===== src/rtl/manchester_rx_frame_pkg.sv =====
// Shared types and constants for the Manchester frame receiver.
package manchester_rx_frame_pkg;

  localparam int unsigned STATE_W = 3;
  localparam int unsigned CODE_W  = 2;

  localparam logic [STATE_W-1:0] IDLE   = 3'd0;
  localparam logic [STATE_W-1:0] START  = 3'd1;
  localparam logic [STATE_W-1:0] DATA   = 3'd2;
  localparam logic [STATE_W-1:0] PARITY = 3'd3;
  localparam logic [STATE_W-1:0] STOP   = 3'd4;

  localparam logic [CODE_W-1:0] ERR_NONE   = 2'd0;
  localparam logic [CODE_W-1:0] ERR_MANCH  = 2'd1;
  localparam logic [CODE_W-1:0] ERR_NOEDGE = 2'd2;
  localparam logic [CODE_W-1:0] ERR_FRAME  = 2'd3;

  // Mid-bit verdict: a missing resync edge outranks equal half-bit levels.
  function automatic logic [CODE_W-1:0] bit_check(input logic edge_seen,
                                                  input logic s1,
                                                  input logic s2);
    logic [CODE_W-1:0] code;
    code = ERR_NONE;
    if (!edge_seen) begin
      code = ERR_NOEDGE;
    end else if (s1 == s2) begin
      code = ERR_MANCH;
    end
    return code;
  endfunction

endpackage


===== src/rtl/manchester_rx_if.sv =====
// Pin-side and parallel-side signals of the Manchester frame receiver.
interface manchester_rx_if #(
  parameter int unsigned WIDTH = 16
);
  logic             data_in;
  logic [WIDTH-1:0] data_out;
  logic             valid;
  logic             error;
  logic [1:0]       error_code;
  logic             busy;

  modport master (
    output data_in,
    input  data_out, valid, error, error_code, busy
  );

  modport slave (
    input  data_in,
    output data_out, valid, error, error_code, busy
  );
endinterface


===== src/rtl/manchester_rx_sync.sv =====
// Two-flop synchroniser for an asynchronous pin plus an edge-detect stage.
module manchester_rx_sync (
  input  logic clk,
  input  logic rst,
  input  logic din,
  output logic level,
  output logic rise_c,
  output logic fall_c,
  output logic any_c
);

  logic [2:0] sr;

  always_ff @(posedge clk or posedge rst) begin
    if (rst) begin
      sr <= '0;
    end else begin
      sr <= {sr[1:0], din};
    end
  end

  assign level  = sr[1];
  assign rise_c = sr[1] & ~sr[2];
  assign fall_c = ~sr[1] & sr[2];
  assign any_c  = sr[1] ^ sr[2];

endmodule


===== src/rtl/manchester_rx_frame.sv =====
// Self-clocked Manchester frame receiver: start bit, WIDTH data bits MSB first, stop bit.
// Optional even-parity bit before the stop bit when MANCHESTER_RX_PARITY_EN is defined.
module manchester_rx_frame
  import manchester_rx_frame_pkg::*;
#(
  parameter int unsigned HALF_BIT = 8,
  parameter int unsigned WIDTH    = 16
) (
  input  logic            clk,
  input  logic            rst,
  manchester_rx_if.slave  bus
);

  localparam int unsigned CNT_W   = $clog2(2 * HALF_BIT);
  localparam int unsigned CNT_MAX = 2 * HALF_BIT - 1;
  localparam int unsigned S1_POS  = HALF_BIT / 2;
  localparam int unsigned S2_POS  = (3 * HALF_BIT) / 2;
  localparam int unsigned W_LO    = HALF_BIT / 2;
  localparam int unsigned W_HI    = (3 * HALF_BIT) / 2 - 1;
  localparam int unsigned BIT_W   = (WIDTH > 1) ? $clog2(WIDTH) : 1;

  logic sl;
  logic rise_c;
  logic any_c;
  logic unused_fall;

  manchester_rx_sync u_sync (
    .clk    (clk),
    .rst    (rst),
    .din    (bus.data_in),
    .level  (sl),
    .rise_c (rise_c),
    .fall_c (unused_fall),
    .any_c  (any_c)
  );

  logic [STATE_W-1:0] state,      state_d;
  logic [CNT_W-1:0]   cnt,        cnt_d;
  logic [BIT_W-1:0]   bitcnt,     bitcnt_d;
  logic               edge_seen,  edge_seen_d;
  logic               s1,         s1_d;
  logic [WIDTH-1:0]   shreg,      shreg_d;
  logic [WIDTH-1:0]   data_out_q, data_out_d;
  logic               valid_q,    valid_d;
  logic               error_q,    error_d;
  logic [CODE_W-1:0]  code_q,     code_d;
  logic               busy_q,     busy_d;

  logic              at_s1;
  logic              at_s2;
  logic              wrap;
  logic              in_win;
  logic [CODE_W-1:0] verdict;

  assign at_s1   = (cnt == CNT_W'(S1_POS));
  assign at_s2   = (cnt == CNT_W'(S2_POS));
  assign wrap    = (cnt == CNT_W'(CNT_MAX));
  assign in_win  = (cnt >= CNT_W'(W_LO)) && (cnt <= CNT_W'(W_HI));
  assign verdict = bit_check(edge_seen, s1, sl);

  // State and datapath register
  always_ff @(posedge clk or posedge rst) begin
    if (rst) begin
      state      <= IDLE;
      cnt        <= '0;
      bitcnt     <= '0;
      edge_seen  <= 1'b0;
      s1         <= 1'b0;
      shreg      <= '0;
      data_out_q <= '0;
      valid_q    <= 1'b0;
      error_q    <= 1'b0;
      code_q     <= ERR_NONE;
      busy_q     <= 1'b0;
    end else begin
      state      <= state_d;
      cnt        <= cnt_d;
      bitcnt     <= bitcnt_d;
      edge_seen  <= edge_seen_d;
      s1         <= s1_d;
      shreg      <= shreg_d;
      data_out_q <= data_out_d;
      valid_q    <= valid_d;
      error_q    <= error_d;
      code_q     <= code_d;
      busy_q     <= busy_d;
    end
  end

  // Next-state, bit-phase tracking and output decode
  always_comb begin
    state_d     = state;
    cnt_d       = cnt;
    bitcnt_d    = bitcnt;
    edge_seen_d = edge_seen;
    s1_d        = s1;
    shreg_d     = shreg;
    data_out_d  = data_out_q;
    valid_d     = 1'b0;
    error_d     = 1'b0;
    code_d      = code_q;

    if (state != IDLE) begin
      cnt_d = wrap ? '0 : cnt + CNT_W'(1);
      // Only mid-bit edges steer the phase; boundary edges fall outside the window.
      if (any_c && in_win) begin
        cnt_d       = CNT_W'(HALF_BIT);
        edge_seen_d = 1'b1;
      end
      if (at_s1) begin
        s1_d = sl;
      end
      if (at_s2) begin
        edge_seen_d = 1'b0;
      end
    end

    case (state)
      IDLE: begin
        cnt_d       = '0;
        edge_seen_d = 1'b0;
        if (rise_c) begin
          state_d = START;
        end
      end

      START: begin
        // A start bit that does not decode to 1 is treated as line noise.
        if (at_s2 && ((verdict != ERR_NONE) || !s1)) begin
          state_d = IDLE;
        end else if (wrap) begin
          state_d  = DATA;
          bitcnt_d = '0;
        end
      end

      DATA: begin
        if (at_s2) begin
          if (verdict != ERR_NONE) begin
            error_d = 1'b1;
            code_d  = verdict;
            state_d = IDLE;
          end else begin
            shreg_d = WIDTH'({shreg, s1});
          end
        end else if (wrap) begin
          if (bitcnt == BIT_W'(WIDTH - 1)) begin
`ifdef MANCHESTER_RX_PARITY_EN
            state_d = PARITY;
`else
            state_d = STOP;
`endif
          end else begin
            bitcnt_d = bitcnt + BIT_W'(1);
          end
        end
      end

`ifdef MANCHESTER_RX_PARITY_EN
      PARITY: begin
        if (at_s2) begin
          if (verdict != ERR_NONE) begin
            error_d = 1'b1;
            code_d  = verdict;
            state_d = IDLE;
          end else if ((^shreg) ^ s1) begin
            error_d = 1'b1;
            code_d  = ERR_FRAME;
            state_d = IDLE;
          end
        end else if (wrap) begin
          state_d = STOP;
        end
      end
`endif

      STOP: begin
        if (at_s2) begin
          if (s1 || sl) begin
            error_d = 1'b1;
            code_d  = ERR_FRAME;
            state_d = IDLE;
          end
        end else if (wrap || (rise_c && (cnt > CNT_W'(S2_POS)))) begin
          // A start edge landing on the stop wrap begins the next frame at once.
          valid_d     = 1'b1;
          data_out_d  = shreg;
          state_d     = rise_c ? START : IDLE;
          cnt_d       = '0;
          edge_seen_d = 1'b0;
        end
      end

      default: begin
        state_d = IDLE;
      end
    endcase

    busy_d = (state_d != IDLE);
  end

  assign bus.data_out   = data_out_q;
  assign bus.valid      = valid_q;
  assign bus.error      = error_q;
  assign bus.error_code = code_q;
  assign bus.busy       = busy_q;

endmodule


===== src/flat_wrapper.sv =====
// flat-port wrapper written by rule: the top's interface ports become plain ports
module manchester_rx_frame_flat import manchester_rx_frame_pkg::*;
#(
  parameter int unsigned HALF_BIT = 8,
  parameter int unsigned WIDTH    = 16
)
  (clk, rst, bus_data_in, bus_data_out, bus_valid, bus_error, bus_error_code, bus_busy);
  manchester_rx_if #(.WIDTH(WIDTH)) bus_i ();
  input  logic clk;
  input  logic rst;
  input wire logic [$bits(bus_i.data_in)-1:0] bus_data_in;
  output wire logic [$bits(bus_i.data_out)-1:0] bus_data_out;
  output wire logic [$bits(bus_i.valid)-1:0] bus_valid;
  output wire logic [$bits(bus_i.error)-1:0] bus_error;
  output wire logic [$bits(bus_i.error_code)-1:0] bus_error_code;
  output wire logic [$bits(bus_i.busy)-1:0] bus_busy;
  assign bus_i.data_in = bus_data_in;
  assign bus_data_out = bus_i.data_out;
  assign bus_valid = bus_i.valid;
  assign bus_error = bus_i.error;
  assign bus_error_code = bus_i.error_code;
  assign bus_busy = bus_i.busy;
  manchester_rx_frame #(.HALF_BIT(HALF_BIT), .WIDTH(WIDTH)) u_core (.clk(clk), .rst(rst), .bus(bus_i));
endmodule

===== config.mk =====
export PLATFORM = sky130hd
export DESIGN_NAME = manchester_rx_frame_flat
export DESIGN_NICKNAME = d
export VERILOG_FILES = /design/src/rtl/manchester_rx_frame_pkg.sv /design/src/rtl/manchester_rx_if.sv /design/src/rtl/manchester_rx_sync.sv /design/src/rtl/manchester_rx_frame.sv /design/src/flat_wrapper.sv
export SDC_FILE = /design/constraint.sdc
export NUM_CORES = 1
export LEC_CHECK = 0
export CORE_MARGIN = 4
export CORE_UTILIZATION = 56
export CTS_CLUSTER_DIAMETER = 120
export DETAILED_ROUTE_END_ITERATION = 8
export PLACE_DENSITY = 0.76
export SETUP_SLACK_MARGIN = 0.05
export SLEW_MARGIN = 5
export SYNTH_ARGS = -nofsm -noshare
export SYNTH_HDL_FRONTEND = slang
export SYNTH_HIERARCHICAL = 1
export SYNTH_SLANG_ARGS = --single-unit

===== constraint.sdc =====
create_clock -name clk -period 2.15 [get_ports clk]
set_input_delay 0.645 -clock clk [delete_from_list [all_inputs] [get_ports clk]]
set_output_delay 0.645 -clock clk [all_outputs]
set_load 0.05 [all_outputs]

==> flow_metrics.py, run 1 <==
metrics = {
    "detailed_routing": {
        "drt_iter0_markers": 84,
        "vias_per_cell": 5.60,
        "wl_um": 4120,
        "drc": 0,
        "first_pass_iters": 4,
        "vias": 1457,
        "drtAntennaViolNets": 0,
        "wl_per_cell_um": 15.9,
    },
    "sta": {
        "relSlewSlack": 0.661,
        "setup_viol": 0,
        "max_freq_mhz": 522,
        "finalClockSkew_ns": 0.0110,
        "fin_tns_setup_ns": 0,
        "worstMarginPinSlew_ns": 0.508,
        "period_share": 0.892,
        "rsz0062_at_grt": "false",
        "whs_ns": 0.365,
        "slew_viol_final": 0,
        "fin_crit_ns": 1.92,
        "hold_viol": 0,
    },
    "setup_path": {
        "required_ns": 2.37,
        "path_class": "reg -> reg",
        "cp-end-kind": "flop",
        "r2r_start": "u_core/cnt[0]$_DFF_PP0_",
        "crit_path_max_fanout": 10,
        "reg2reg_to": "u_core/bitcnt[1]$_DFFE_PP0P_",
        "rrSetupSlack_ns": 0.23,
        "start_kind": "flop",
        "r2r_cells": 6,
        "crit_arrival_ns": 2.14,
    },
    "job": {
        "maxCapViolCount": 0,
    },
    "die": {
        "dieWidth_um": 72.9,
        "core_area_mm2": 0.00403,
        "num_rows": 23,
        "initial_core_util": 0.586,
        "die_area_mm2": 0.00532,
        "ios": 24,
        "fp.dieH_um": 72.9,
    },
    "yosys": {
        "syn-instance-count": 179,
        "async_flop_share": 1.00,
        "ys.flop_type": "dfrtp_1",
        "synth_top_family_by_area": "multiplexers",
        "yosysSeqAreaShare": 0.562,
        "synth_top_area_frac": 0.562,
        "synthXorXnorAreaFrac": 0.00371,
        "synth_fa_ha_area_frac": 0.0477,
        "synth_mux_area_frac": 0.185,
        "synth_compound_area_frac": 0.0679,
        "netlist-cell-type-count": 36,
        "syn-num-nets": 191,
        "synth_area_leader_cell": "dfrtp_1",
        "syn_area_mm2": 0.00236,
        "ys_ff_latch": 53,
        "syn_area_per_cell_um2": 13.2,
        "synthSimpleGateAreaFrac": 0.0965,
        "ys_warn_count": 6,
        "synth_edf_count": 0,
        "yosys-top-cells-area": "dfrtp_1 56%, mux2_2 12%, mux2_4 5.7%, ha_1 4.8%, inv_1 2.2%",
    },
    "pwr": {
        "leakagePower_nw": 1.44,
        "p_per_area_mw_per_mm2": 821,
        "peakVddDrop_mv": 0.528,
    },
    "clock_tree": {
        "htreeDepth": 2,
        "clockRootBuffer": "clkbuf_8",
        "cts_tree": "done",
        "cts_hold_buf": 0,
        "cts_buffer_depth": 2,
        "clock-sinks": 53,
        "clk-insertion-delay-late_ns": 0.30,
        "cts.clk_slew.worst_paths_ns": 0.09,
        "cts-buffers-inserted": 5,
    },
    "global_route": {
        "track_usage": 0.173,
        "grt_pass1_vias": 1594,
        "grt_pass1_wl_um": 7040,
        "antenna_found_initial": 0,
        "grt_max_degree": 51,
        "gr-total-overflow": 0,
    },
    "min_path": {
        "hold_depth": 0,
        "hold_start": "u_core/u_sync/sr[0]$_DFF_PP0_",
        "hold_path_end": "u_core/u_sync/sr[1]$_DFF_PP0_",
        "holdCritPathClass": "reg -> reg",
    },
    "cells_and_area": {
        "drive_gt1_frac": 0.300,
        "nFillCells": 304,
        "n_antenna_cell": 0,
        "final_cells": 260,
        "syn_to_final_growth_pct": 16.4,
        "finalNetCount": 221,
    },
    "place": {
        "dp.cells": 252,
        "io_buffers": 23,
        "gp_congestion": 0.912,
        "hpwl_um": 2990,
    },
    "run_status": {
        "status": "complete, no violations",
    },
}
==> per-layer routing <==
layer,share of wire,GRT usage
met5,0,0
met4,0.022,0.0656
met3,0.044,0.0510
met2,0.51,0.304
met1,0.43,0.198
==> synth_stat cells, drive strengths merged, types with 2 or more instances <==
cell / n
or3: 3
nor2b: 3
nand3: 4
ha: 9
o21ai: 10
or3b: 2
a21oi: 3
mux2i: 2
a22o: 2
inv: 14
and3: 3
nor2: 9
mux2: 34
and2: 2
dfrtp: 53
buf: 2
nand2: 7
nor3: 3
==> worst max-delay path by stage <==
stage / start / slack [ns] / depth (start not counted) / end
detailed placement: u_core/cnt[0]$_DFF_PP0_ / 0.13 / 6 / u_core/bitcnt[1]$_DFFE_PP0P_
global route: u_core/cnt[0]$_DFF_PP0_ / 0.1 / 6 / u_core/bitcnt[1]$_DFFE_PP0P_
global placement: u_core/cnt[0]$_DFF_PP0_ / 0.22 / 6 / u_core/bitcnt[1]$_DFFE_PP0P_
finish: u_core/cnt[0]$_DFF_PP0_ / 0.23 / 6 / u_core/bitcnt[1]$_DFFE_PP0P_
CTS: u_core/bus.valid$_DFF_PP0_ / 0.07 / 1 / bus_valid
floorplan: u_core/cnt[0]$_DFF_PP0_ / 0.20 / 7 / u_core/shreg[0]$_DFFE_PP0P_
==> per-stage QoR <==
| stage | instance area, µm² | utilization | setup WS, ns | power, mW |
|---|---|---|---|---|
| detailed placement | 2640 | 0.655 | 0.130 | 1.61 |
| global placement | 2640 | 0.655 | 0.220 | 1.59 |
| global route | 2750 | 0.682 | 0.0954 | 2.40 |
| floorplan | 2360 | - | 0.199 | 1.49 |
| finish | 2750 | 0.682 | 0.233 | 2.26 |
| CTS | 2740 | 0.680 | 0.0714 | 2.27 |
==> layout make-up <==
| cell class | count | area (µm²) | share of cell area |
|---|---|---|---|
| clock inverter | 2 | 38.8 | 0.0141 |
| tap | 50 | 62.6 | 0.0228 |
| timing repair buffer | 26 | 246 | 0.0897 |
| inverter | 14 | 52.6 | 0.0191 |
| multi-input combinational | 109 | 948 | 0.345 |
| sequential | 53 | 1330 | 0.483 |
| clock buffer | 6 | 72.6 | 0.0264 |
==> sequential cells by signal (all words and copies together), names as in the netlist <==
register and count:
u_core/u_sync/sr 3, u_core/bus.error 1, u_core/bus.data_out 16, u_core/bus.busy 1, u_core/state 3, u_core/edge_seen 1
u_core/s1 1, u_core/bus.valid 1, u_core/shreg 16, u_core/bitcnt 4, u_core/bus.error_code 2, u_core/cnt 4
==> report_power, final <==
group / leakage (nW) / internal (mW) / total, mW / switching (mW)
Clock: 0.0554 / 0.349 / 0.655 / 0.306
Sequential: 0.719 / 1.07 / 1.15 / 0.0798
Combinational: 0.663 / 0.173 / 0.452 / 0.279
==> kinds of logic after synthesis <==
family          Yosys count
simple gates             40
mux                      36
xor+xnor                  1
compound gates           23
flops                    53
fa+ha+maj                 9
buf+inv                  17
==> cell usage in the layout (no fill, tap or decap), types with 2 or more instances in the layout <==
cell	Yosys	routed
clkbuf_8	0	5
nand3_1	4	4
or3b_4	2	2
dlymetal6s2s_1	0	2
nor3_1	2	2
nor2_1	9	9
mux2i_1	2	2
ha_1	9	8
and3_1	3	3
inv_1	14	13
clkdlybuf4s50_1	0	2
dlygate4sd2_1	0	9
buf_12	1	2
a22o_1	2	2
a21oi_1	3	3
dfrtp_1	53	53
or3_1	2	2
nor2b_1	3	3
mux2_4	9	9
o21ai_0	10	10
buf_4	0	11
and2_1	2	2
mux2_2	25	25
nand2_1	7	7
==> critical path: stages (launching register included) <==
cell      delay [ns]
dfrtp_1         0.42
inv_1           0.08
ha_2            0.31
nand2_1         0.19
o211ai_1        0.40
a21o_1          0.25
mux2i_1         0.21
==> timing repair <==
action / 4_1_cts / 5_1_grt
setup endpoints to repair: 9 / 22
pin swaps: 0 / 0
gates resized for setup: 9 / 3
setup buffers: 0 / 0
No activity file was read; power rests on OpenSTA's default activity.
==> inputs of run 2 (changes only) <==
--- a/config.mk
+++ b/config.mk
@@ -6,10 +6,9 @@
 export NUM_CORES = 1
 export LEC_CHECK = 0
 export CORE_MARGIN = 4
-export CORE_UTILIZATION = 56
+export CORE_UTILIZATION = 29
 export CTS_CLUSTER_DIAMETER = 120
 export DETAILED_ROUTE_END_ITERATION = 8
-export PLACE_DENSITY = 0.76
 export SETUP_SLACK_MARGIN = 0.05
 export SLEW_MARGIN = 5
 export SYNTH_ARGS = -nofsm -noshare
==> run 2 against run 1 <==
  * Clock skew rose by 0.0027 ns
  * Hold slack got worse by 0.011 ns
  * Design area up 2.2%
  * Critical path type unchanged
  * Critical endpoint is now u_core/shreg[2]$_DFFE_PP0P_
==> flow_metrics.py, run 2 (same netlist as run 1, synthesis figures left out) <==
metrics = {
    "die": {
        "dieWidth_um": 98.2,
        "num_rows": 32,
        "core_area_mm2": 0.00781,
        "initial_core_util": 0.302,
        "ios": 24,
        "fp.dieH_um": 98.2,
        "die_area_mm2": 0.00964,
    },
    "setup_path": {
        "r2r_cells": 6,
        "required_ns": 2.33,
        "critPathMaxStageDelay_ns": 0.41,
        "path_class": "reg -> reg",
        "crit_path_max_fanout": 16,
        "crit_arrival_ns": 2.05,
        "crit_buf_inv": 2,
        "crit_family": "flip-flops",
        "crit_chain": "inv_1 -> ha_1 -> nand2_1 -> nor3_4 -> buf_12 -> mux2_2",
        "cp-end-kind": "flop",
        "worst-path-stages": 6,
        "start_kind": "flop",
        "worst_path_max_delay_cell": "dfrtp_1",
    },
    "clock_tree": {
        "cts_buffer_depth": 2,
        "clk-insertion-delay-late_ns": 0.30,
        "clock-sinks": 53,
        "cts.clk_slew.worst_paths_ns": 0.09,
        "clockRootBuffer": "clkbuf_8",
        "cts_tree": "done",
        "htreeDepth": 2,
        "cts-buffers-inserted": 5,
    },
    "global_route": {
        "grt_max_degree": 51,
        "track_usage": 0.0858,
        "antenna_found_initial": 0,
        "gr-total-overflow": 0,
        "grt_pass1_vias": 1436,
        "grt_pass1_wl_um": 6910,
    },
    "cells_and_area": {
        "syn_to_final_growth_pct": 19.0,
        "n_antenna_cell": 0,
        "final_common_cell": "dfrtp_1",
        "layout_common_cells": "53 x dfrtp_1, 25 x mux2_2, 21 x buf_4",
        "drive_gt1_frac": 0.349,
        "finalNetCount": 223,
        "final_util": 0.360,
    },
    "detailed_routing": {
        "drtAntennaViolNets": 0,
        "vias": 1408,
        "vias_per_cell": 4.48,
        "drc": 0,
        "drt_iter0_markers": 41,
        "wl_per_cell_um": 12.4,
        "wl_um": 3880,
        "first_pass_iters": 4,
    },
    "pwr": {
        "p_per_area_mw_per_mm2": 766,
        "leakagePower_nw": 1.41,
        "peakVddDrop_mv": 0.274,
    },
    "sta": {
        "finalClockSkew_ns": 0.0137,
        "fin_tns_setup_ns": 0,
        "period_share": 0.865,
        "rsz0062_at_grt": "false",
        "relSlewSlack": 0.666,
        "max_freq_mhz": 538,
        "worstMarginPinSlew_ns": 0.500,
        "hold_viol": 0,
        "fin_crit_ns": 1.86,
        "setup_viol": 0,
        "slew_viol_final": 0,
    },
    "run_status": {
        "status": "complete, no violations",
    },
    "min_path": {
        "hold_depth": 0,
        "holdCritPathClass": "reg -> reg",
    },
    "place": {
        "io_buffers": 23,
        "hpwl_um": 2720,
        "gp_congestion": 0.849,
    },
    "job": {
        "maxCapViolCount": 0,
    },
}
-- run 2: changes by cell type in the layout (fill, tap and decap cells not counted), sizes merged --
| cell | before | now |
|---|---|---|
| dlygate4sd2 | 9 | 0 |
| bufinv | 1 | 0 |
| inv | 14 | 15 |
| clkinvlp | 0 | 1 |
| clkbuf | 6 | 5 |
| buf | 13 | 24 |
-- run 2: routing by layer --
metal | up-vias | track usage | share of wire
li1 | 687 | - | -
met1 | 699 | 0.117 | 0.51
met2 | 20 | 0.131 | 0.44
met3 | 2 | 0.0286 | 0.050
met4 | 0 | 0.0221 | 0.0049
met5 | - | 0 | 0
-- run 2: path summary, 6_finish.rpt --
kind / start / end / slack [ns]
min in group asynchronous: rst / u_core/u_sync/sr[0]$_DFF_PP0_ / 0.55
worst max register to register: u_core/cnt[0]$_DFF_PP0_ / u_core/shreg[2]$_DFFE_PP0P_ / 0.29
worst max-delay path: u_core/cnt[0]$_DFF_PP0_ / u_core/shreg[2]$_DFFE_PP0P_ / 0.29
max in group asynchronous: rst / u_core/state[1]$_DFF_PP0_ / 1.20
worst min register to register: u_core/u_sync/sr[0]$_DFF_PP0_ / u_core/u_sync/sr[1]$_DFF_PP0_ / 0.35
worst min-delay path: u_core/u_sync/sr[0]$_DFF_PP0_ / u_core/u_sync/sr[1]$_DFF_PP0_ / 0.35
-- run 2: per-stage QoR --
| step | area, µm² | total power [mW] | setup WS, ns | hold WS, ns | instances |
|---|---|---|---|---|---|
| finish | 2810 | 2.15 | 0.290 | 0.354 | 314 |
| detailed placement | 2710 | 1.61 | 0.260 | 0.335 | 306 |
| global route | 2810 | 2.32 | 0.0575 | 0.367 | 314 |
| global placement | 2710 | 1.61 | 0.308 | 0.332 | 306 |
| CTS | 2800 | 2.19 | 0.0563 | 0.356 | 314 |
| floorplan | 2360 | 1.49 | 0.199 | 0.331 | 179 |
-- run 2: where the power goes --
| part | internal (mW) | switching (mW) |
|---|---|---|
| sequential | 1.07 | 0.0803 |
| clock | 0.236 | 0.331 |
| combinational | 0.168 | 0.267 |
| total | 1.47 | 0.679 |
-- run 2: area by class of cell --
cell class / instances / area [µm²]
timing repair buffer: 28 / 263
fill: 771 / 5000
inverter: 14 / 52.6
clock buffer: 5 / 68.8
clock inverter: 3 / 25.0
sequential: 53 / 1330
multi-input combinational: 109 / 946
tap: 102 / 128
-- run 2: what timing repair did --
action	CTS	global route
setup endpoints to repair	0	2
resized for setup	0	2
buffers inserted	0	0
hold buffers	0	0
